$ cat config.mk
export PLATFORM = sky130hd
export DESIGN_NAME = dll_fc_init_ctrl
export DESIGN_NICKNAME = d
export VERILOG_FILES = /design/src/rtl/dll_fc_init_ctrl.sv
export SDC_FILE = /design/constraint.sdc
export NUM_CORES = 1
export LEC_CHECK = 0
export CORE_AREA = 4 4 249 251
export DETAILED_ROUTE_END_ITERATION = 12
export DIE_AREA = 0 0 253 255
export PLACE_DENSITY = 0.43
export SYNTH_ARGS = -nofsm -noshare
export SYNTH_HDL_FRONTEND = slang
export SYNTH_SLANG_ARGS = --single-unit
$ cat constraint.sdc
create_clock -name clk -period 5.7 [get_ports clk]
set_input_delay 1.71 -clock clk [delete_from_list [all_inputs] [get_ports clk]]
set_output_delay 1.71 -clock clk [all_outputs]
set_load 0.02 [all_outputs]
$ cat src/rtl/dll_fc_init_ctrl.sv
`timescale 1ns/1ps
`default_nettype none
// ============================================================================
//  Module      : dll_fc_init_ctrl
//  Description : Data Link Control and Management State Machine with the
//                flow-control initialisation handshake.
//                IDLE -> INIT1 -> INIT2 -> ACTIVE.
//                INIT1/INIT2 transmit InitFC1/InitFC2 DLLPs for P, NP and Cpl,
//                resend the set after RESEND_CYCLES idle cycles, capture the
//                partner's advertised credits and raise dl_up_o in ACTIVE.
//  Ports       : clk, rst            - clock, async active-high reset
//                link_up_i           - physical link up (low forces IDLE)
//                adv_hdr/dat_crd_i   - our credits to advertise, {Cpl,NP,P}
//                tx_data/valid_o,
//                tx_ready_i          - outgoing DLLP valid/ready channel
//                rx_data/valid_i,
//                rx_ready_o          - incoming DLLP valid/ready channel
//                rem_hdr/dat_crd_o   - captured partner credits, {Cpl,NP,P}
//                state_o             - 0 IDLE, 1 INIT1, 2 INIT2, 3 ACTIVE
//                dl_up_o             - high in ACTIVE
//  DLLP layout : [7:0] type, [8+:HDR_CW] HdrFC, [16+:DAT_CW] DataFC, rest 0.
//  Revision    : 1.0 - initial release
// ============================================================================
module dll_fc_init_ctrl #(
  parameter int DATA_W        = 256,  // >= 32
  parameter int HDR_CW        = 8,
  parameter int DAT_CW        = 12,
  parameter int RESEND_CYCLES = 16    // >= 1
) (
  input  logic                  clk,
  input  logic                  rst,
  input  logic                  link_up_i,
  input  logic [3*HDR_CW-1:0]   adv_hdr_crd_i,
  input  logic [3*DAT_CW-1:0]   adv_dat_crd_i,
  output logic [DATA_W-1:0]     tx_data_o,
  output logic                  tx_valid_o,
  input  logic                  tx_ready_i,
  input  logic [DATA_W-1:0]     rx_data_i,
  input  logic                  rx_valid_i,
  output logic                  rx_ready_o,
  output logic [3*HDR_CW-1:0]   rem_hdr_crd_o,
  output logic [3*DAT_CW-1:0]   rem_dat_crd_o,
  output logic [1:0]            state_o,
  output logic                  dl_up_o
);

  localparam int TMR_W = $clog2(RESEND_CYCLES + 1);
  localparam logic [TMR_W-1:0] RESEND_LOAD = TMR_W'(RESEND_CYCLES);

  // Bits of an incoming DLLP that carry meaning; the rest are ignored.
  localparam logic [DATA_W-1:0] RX_USED_MASK =
      ((DATA_W'(1) << (16 + DAT_CW)) - (DATA_W'(1) << 16)) |
      ((DATA_W'(1) << (8 + HDR_CW))  - (DATA_W'(1) << 8))  |
      DATA_W'(8'hFF);

  typedef enum logic [1:0] {
    ST_IDLE   = 2'd0,
    ST_INIT1  = 2'd1,
    ST_INIT2  = 2'd2,
    ST_ACTIVE = 2'd3
  } state_t;

  state_t           state;
  logic [1:0]       idx;        // 0 = P, 1 = NP, 2 = Cpl
  logic             sent_set;   // full set accepted in the current phase
  logic [TMR_W-1:0] timer;      // resend gap countdown
  logic [2:0]       got1;       // partner credits captured per type
  logic [2:0]       got2;       // partner InitFC2 seen per type

  assign state_o = state;

  // --------------------------------------------------------------------------
  // Handshake and receive decode
  // --------------------------------------------------------------------------
  logic              tx_fire;
  logic              rx_fire;
  logic [7:0]        rx_type;
  logic [HDR_CW-1:0] rx_hdr;
  logic [DAT_CW-1:0] rx_dat;
  logic [2:0]        rx_hit;     // accepted InitFC1/InitFC2 per type
  logic [2:0]        rx_fc2_hit; // accepted InitFC2 per type
  logic [2:0]        cap;
  logic [2:0]        got1_nxt;
  logic [2:0]        got2_nxt;
  logic              unused_rx_bits;

  assign tx_fire = tx_valid_o && tx_ready_i;
  assign rx_fire = rx_valid_i && rx_ready_o;
  assign rx_type = rx_data_i[7:0];
  assign rx_hdr  = rx_data_i[8 +: HDR_CW];
  assign rx_dat  = rx_data_i[16 +: DAT_CW];
  assign unused_rx_bits = |(rx_data_i & ~RX_USED_MASK);

  always_comb begin
    rx_hit     = 3'b000;
    rx_fc2_hit = 3'b000;
    if (rx_fire) begin
      case (rx_type)
        8'h40, 8'hC0: rx_hit = 3'b001;
        8'h50, 8'hD0: rx_hit = 3'b010;
        8'h60, 8'hE0: rx_hit = 3'b100;
        default:      rx_hit = 3'b000;  // unknown types are dropped
      endcase
      if (rx_type[7]) begin
        rx_fc2_hit = rx_hit;
      end
    end
  end

  // First arrival of either InitFC flavour wins; duplicates never overwrite.
  assign cap      = rx_hit & ~got1;
  assign got1_nxt = got1 | rx_hit;
  assign got2_nxt = got2 | rx_fc2_hit;

  // --------------------------------------------------------------------------
  // Phase transition conditions (a same-cycle capture or final acceptance
  // already counts toward the condition)
  // --------------------------------------------------------------------------
  logic sent_nxt;
  logic no_pend;
  logic go_init2;
  logic go_active;

  assign sent_nxt  = sent_set || (tx_fire && (idx == 2'd2));
  assign no_pend   = !tx_valid_o || tx_fire;
  assign go_init2  = (state == ST_INIT1) && sent_nxt && (&got1_nxt) && no_pend;
  assign go_active = (state == ST_INIT2) && sent_nxt && (&got2_nxt) && no_pend;

  // --------------------------------------------------------------------------
  // Next beat to launch: either the follower of an accepted P/NP beat, or
  // a fresh set starting at P (new phase, resend, entry from IDLE).
  // --------------------------------------------------------------------------
  logic              launch_fc2;
  logic [1:0]        launch_idx;
  logic [HDR_CW-1:0] launch_hdr;
  logic [DAT_CW-1:0] launch_dat;
  logic [DATA_W-1:0] launch_data;

  always_comb begin
    launch_fc2 = (state == ST_INIT2) || go_init2;
    launch_idx = 2'd0;
    if (tx_fire && (idx != 2'd2) && !go_init2 && !go_active) begin
      launch_idx = idx + 2'd1;
    end
    case (launch_idx)
      2'd0: begin
        launch_hdr = adv_hdr_crd_i[0 +: HDR_CW];
        launch_dat = adv_dat_crd_i[0 +: DAT_CW];
      end
      2'd1: begin
        launch_hdr = adv_hdr_crd_i[HDR_CW +: HDR_CW];
        launch_dat = adv_dat_crd_i[DAT_CW +: DAT_CW];
      end
      default: begin
        launch_hdr = adv_hdr_crd_i[2*HDR_CW +: HDR_CW];
        launch_dat = adv_dat_crd_i[2*DAT_CW +: DAT_CW];
      end
    endcase
    launch_data              = '0;
    // 0x40/0x50/0x60 for InitFC1, bit 7 set for InitFC2
    launch_data[7:0]         = {launch_fc2, 3'(3'd4 + {1'b0, launch_idx}), 4'h0};
    launch_data[8 +: HDR_CW] = launch_hdr;
    launch_data[16 +: DAT_CW] = launch_dat;
  end

  // --------------------------------------------------------------------------
  // State machine, TX sequencer and credit capture
  // --------------------------------------------------------------------------
  always_ff @(posedge clk or posedge rst) begin
    if (rst) begin
      state         <= ST_IDLE;
      tx_valid_o    <= 1'b0;
      tx_data_o     <= '0;
      rx_ready_o    <= 1'b0;
      rem_hdr_crd_o <= '0;
      rem_dat_crd_o <= '0;
      dl_up_o       <= 1'b0;
      idx           <= 2'd0;
      sent_set      <= 1'b0;
      timer         <= '0;
      got1          <= 3'b000;
      got2          <= 3'b000;
    end else if ((state != ST_IDLE) && !link_up_i) begin
      // Link loss overrides everything, including a pending beat.
      state         <= ST_IDLE;
      tx_valid_o    <= 1'b0;
      tx_data_o     <= '0;
      rx_ready_o    <= 1'b0;
      rem_hdr_crd_o <= '0;
      rem_dat_crd_o <= '0;
      dl_up_o       <= 1'b0;
      idx           <= 2'd0;
      sent_set      <= 1'b0;
      timer         <= '0;
      got1          <= 3'b000;
      got2          <= 3'b000;
    end else begin
      case (state)
        ST_IDLE: begin
          if (link_up_i) begin
            state      <= ST_INIT1;
            tx_valid_o <= 1'b1;
            tx_data_o  <= launch_data;
            rx_ready_o <= 1'b1;
          end
        end

        ST_INIT1, ST_INIT2: begin
          for (int t = 0; t < 3; t++) begin
            if (cap[t]) begin
              rem_hdr_crd_o[t*HDR_CW +: HDR_CW] <= rx_hdr;
              rem_dat_crd_o[t*DAT_CW +: DAT_CW] <= rx_dat;
            end
          end
          got1 <= got1_nxt;
          got2 <= got2_nxt;  // InitFC2 seen during INIT1 carries over

          if (go_init2) begin
            state      <= ST_INIT2;
            sent_set   <= 1'b0;
            idx        <= 2'd0;
            timer      <= '0;
            tx_valid_o <= 1'b1;
            tx_data_o  <= launch_data;
          end else if (go_active) begin
            state      <= ST_ACTIVE;
            sent_set   <= 1'b0;
            idx        <= 2'd0;
            timer      <= '0;
            tx_valid_o <= 1'b0;
            tx_data_o  <= '0;
            rx_ready_o <= 1'b0;
            dl_up_o    <= 1'b1;
          end else if (tx_fire) begin
            if (idx == 2'd2) begin
              sent_set   <= 1'b1;
              timer      <= RESEND_LOAD;
              tx_valid_o <= 1'b0;
              idx        <= 2'd0;
            end else begin
              idx       <= idx + 2'd1;
              tx_data_o <= launch_data;
            end
          end else if (!tx_valid_o) begin
            // Relaunch on the edge that ends the last idle cycle so that
            // exactly RESEND_CYCLES cycles stay idle.
            if (timer > TMR_W'(1)) begin
              timer <= timer - TMR_W'(1);
            end else begin
              timer      <= '0;
              tx_valid_o <= 1'b1;
              tx_data_o  <= launch_data;
            end
          end
        end

        default: begin
          // ACTIVE: credits and dl_up held until the link drops
        end
      endcase
    end
  end

endmodule
`default_nettype wire
==> impl_metrics.yaml <==
synthesis:
  synth_edf_count: 0
  async_reset_ff_share_pct: 100.0
  synth_sequential_area_ratio_pct: 38.28
  syn_area_mm2: 0.006734
  ys_seq_elements: 103
  synth_top_flop_cell: "dfrtp_1"
  syn_avg_cell_area_um2: 8.849
  yosys.area.top_type: "dfrtp_1"
  synth_top_area_share_pct: 38.28
  yosys_warnings: 0
  yosys.cell_types.count: 57
  netlist_instances: 761
  synthTopCellsByArea: "dfrtp_1 38%, buf_4 26%, nand2_1 4.9%, a21oi_1 3.3%, a32o_1 2.8%"
final_layout:
  multi_input_area_mm2: 0.003033
  fin_area_mm2: 0.008942
  nNetsFinal: 1256
  layout_common_cells: "232 x conb_1, 181 x clkdlybuf4s50_1, 103 x dfrtp_1"
  area_delta_synth_final_pct: 32.79
  mostFrequentLayoutCell: "conb_1"
  fillers: 6809
  final_util_pct: 14.93
  diodes: 0
  drive_above_1_share_pct: 4.506
  layout.area.seq_mm2: 0.002577
floorplanning:
  rows: 90
  initial_core_util_pct: 11.24
  die-area_mm2: 0.06452
  die_h_um: 255
  ioPinCount: 642
  coreArea_mm2: 0.05991
  die_x_um: 253
clock_tree:
  clock_path_buffers: 2
  htree_levels: 3
  numClockSinks: 103
  clk_pin_slew_ps: 80
  cts_resized: 0
  cts_tree: "yes"
  clk_latency_ps: 390
  numCtsBuffers: 9
  cts_setup_buffers: 0
  root_buffer: "clkbuf_16"
  cts_hold_buf: 0
drt:
  drcViolationCount: 0
  wl_per_cell_um: 13.36
  drt_wl_total_um: 22900
  vias: 5184
  drt_iter0_drc: 216
  ant_nets: 0
  vias_per_cell: 3.025
  drt_first_pass_iters: 4
setup_path:
  ff2ff_setup_slack_ps: 2700
  worstSetupPathType: "primary input to register"
  crit_fanout: 21
  critPathSlowestCell: "and3_1"
  cp_slowest_stage_delay_ps: 860
  arrival_ps: 4720
  path_buf_inv: 1
  critPathTopFamily: "simple AND/OR/NAND/NOR gates"
  cp-end-kind: "register"
  crit_path_cell_trace: "clkdlybuf4s50_1 > nor4_1 > o211ai_1 > a211o_2 > o211ai_1 > and3_1 > a32o_1"
  start_kind: "primary input"
  worstPathRequired_ps: 6010
  cpMostUsedCell: "o211ai_1"
timing:
  setup_viol: 0
  period_needed_ps: 4409
  finalCritPeriodShare_pct: 77.34
  finalSetupTns_ps: 0
  slew-limit-headroom_pct: 31.25
  finalMaxSlewViolations: 0
  fmax_mhz: 226.8
  clock-skew-final_ps: 17.68
  hold_violations: 0
  tightest_slew_ps: 1031
  rsz0062_at_grt: "no"
global_routing:
  grt_pass1_wl_um: 31900
  grt_pass1_vias: 4841
  grt_use_total_pct: 6.675
  grt_start_max_net_pins: 56
  gr-total-overflow: 0
  antenna_found_initial: 1
pwr:
  p_total_mw: 3.194
  ir_worst_vdd_uv: 156.7
  p_leak_nw: 3.808
  power_density_mw_per_mm2: 357.2
outcome:
  status: "finished, final reports clean"
placed_design:
  io_buffers: 181
  place_hpwl_um: 16780
  placed_area_mm2: 0.008615
  gp_congestion: 0.7362
min_path:
  holdCritPathClass: "register to register"
run:
  maxCapViolations: 0
==> routing by layer <==
layer  part of all wire (%)  global-route usage, %  vias up  wire, µm
met5                  0.057                      0        -        13
met2                     46                  10.60      271     10590
li1                       -                      -     2424         -
met3                     11                  3.506       12      2557
met4                    1.3                  1.923        2       290
met1                     41                  7.902     2475      9439
==> kinds of logic (layout without fill, tap and decap cells) <==
group | after synthesis | count (layout) | synth area share [%]
flip-flops | 103 | 103 | 38.28
XOR/XNOR | 1 | 1 | 0.1301
multiplexers | 4 | 4 | 0.6503
other | 1 | 232 | 0.05569
adder cells (fa/ha/maj) | 8 | 8 | 1.486
buffers and inverters | 301 | 241 | 29.97
AO/OA/AOI/OAI | 147 | 147 | 15.37
AND/OR/NAND/NOR | 196 | 196 | 14.07
==> worst paths after layout <==
| path | from | to | cells after the start |
|---|---|---|---|
| max | rx_data_i[1] | tx_data_o[21]$_DFFE_PP0P_ | 7 |
| min | tx_data_o[6]$_DFFE_PP0P_ | tx_data_o[6]$_DFFE_PP0P_ | 1 |
| max reg2reg | rx_ready_o$_DFFE_PP0P_ | tx_data_o[21]$_DFFE_PP0P_ | 6 |
| min reg2reg | tx_data_o[6]$_DFFE_PP0P_ | tx_data_o[6]$_DFFE_PP0P_ | 1 |
| max in group asynchronous | rst | rem_hdr_crd_o[23]$_DFFE_PP0P_ | 3 |
| min in group asynchronous | rst | rem_dat_crd_o[29]$_DFFE_PP0P_ | 2 |
==> final cells by class <==
type	count	area share, %
inverter	35	1.497
sequential	103	28.82
multi-input combinational	588	33.92
tap	782	10.94
clock buffer	9	2.519
timing repair buffer	190	21.16
clock inverter	7	1.147
==> sequential cells by signal, summed over array words and instances (netlist names) <==
| signal | cells |
|---|---|
| timer | 5 |
| state_o | 2 |
| dl_up_o | 1 |
| got1 | 3 |
| rem_hdr_crd_o | 24 |
| tx_data_o | 24 |
| got2 | 3 |
| rx_ready_o | 1 |
| idx | 2 |
| tx_valid_o | 1 |
| rem_dat_crd_o | 36 |
| sent_set | 1 |
==> cell usage after synthesis (all sizes together), types with 2 or more instances <==
master,n
ha,8
dfrtp,103
a22o,5
o21ai,27
clkbuf,23
a21o,3
or2,22
buf,243
a31oi,5
mux2,3
nor3b,2
nor3,10
o21a,2
nor2,20
a32o,19
nand2b,4
o22a,19
nor4,3
o211ai,2
nand2,88
nand4,5
a211oi,2
nor2b,4
o31ai,3
inv,35
nand3,26
and2,4
a21oi,45
and3,3
a32oi,2
a41o,3
==> where the power goes <==
part | total, mW | internal (mW) | switching (mW)
logic | 1.47 | 0.573 | 0.899
clock network | 0.716 | 0.327 | 0.389
registers | 1.01 | 0.895 | 0.112
==> metrics by stage <==
stage | setup slack [ps] | hold slack (ps) | std cells
floorplan | 1286 | 464.5 | 992
global placement | 874.0 | 462.3 | 1698
detailed placement | 825.6 | 468.6 | 1698
CTS | 1249 | 489.0 | 1714
global route | 1037 | 500.3 | 1714
finish | 1291 | 482.6 | 1714
Note: power is estimated with default switching activity, not from simulation.
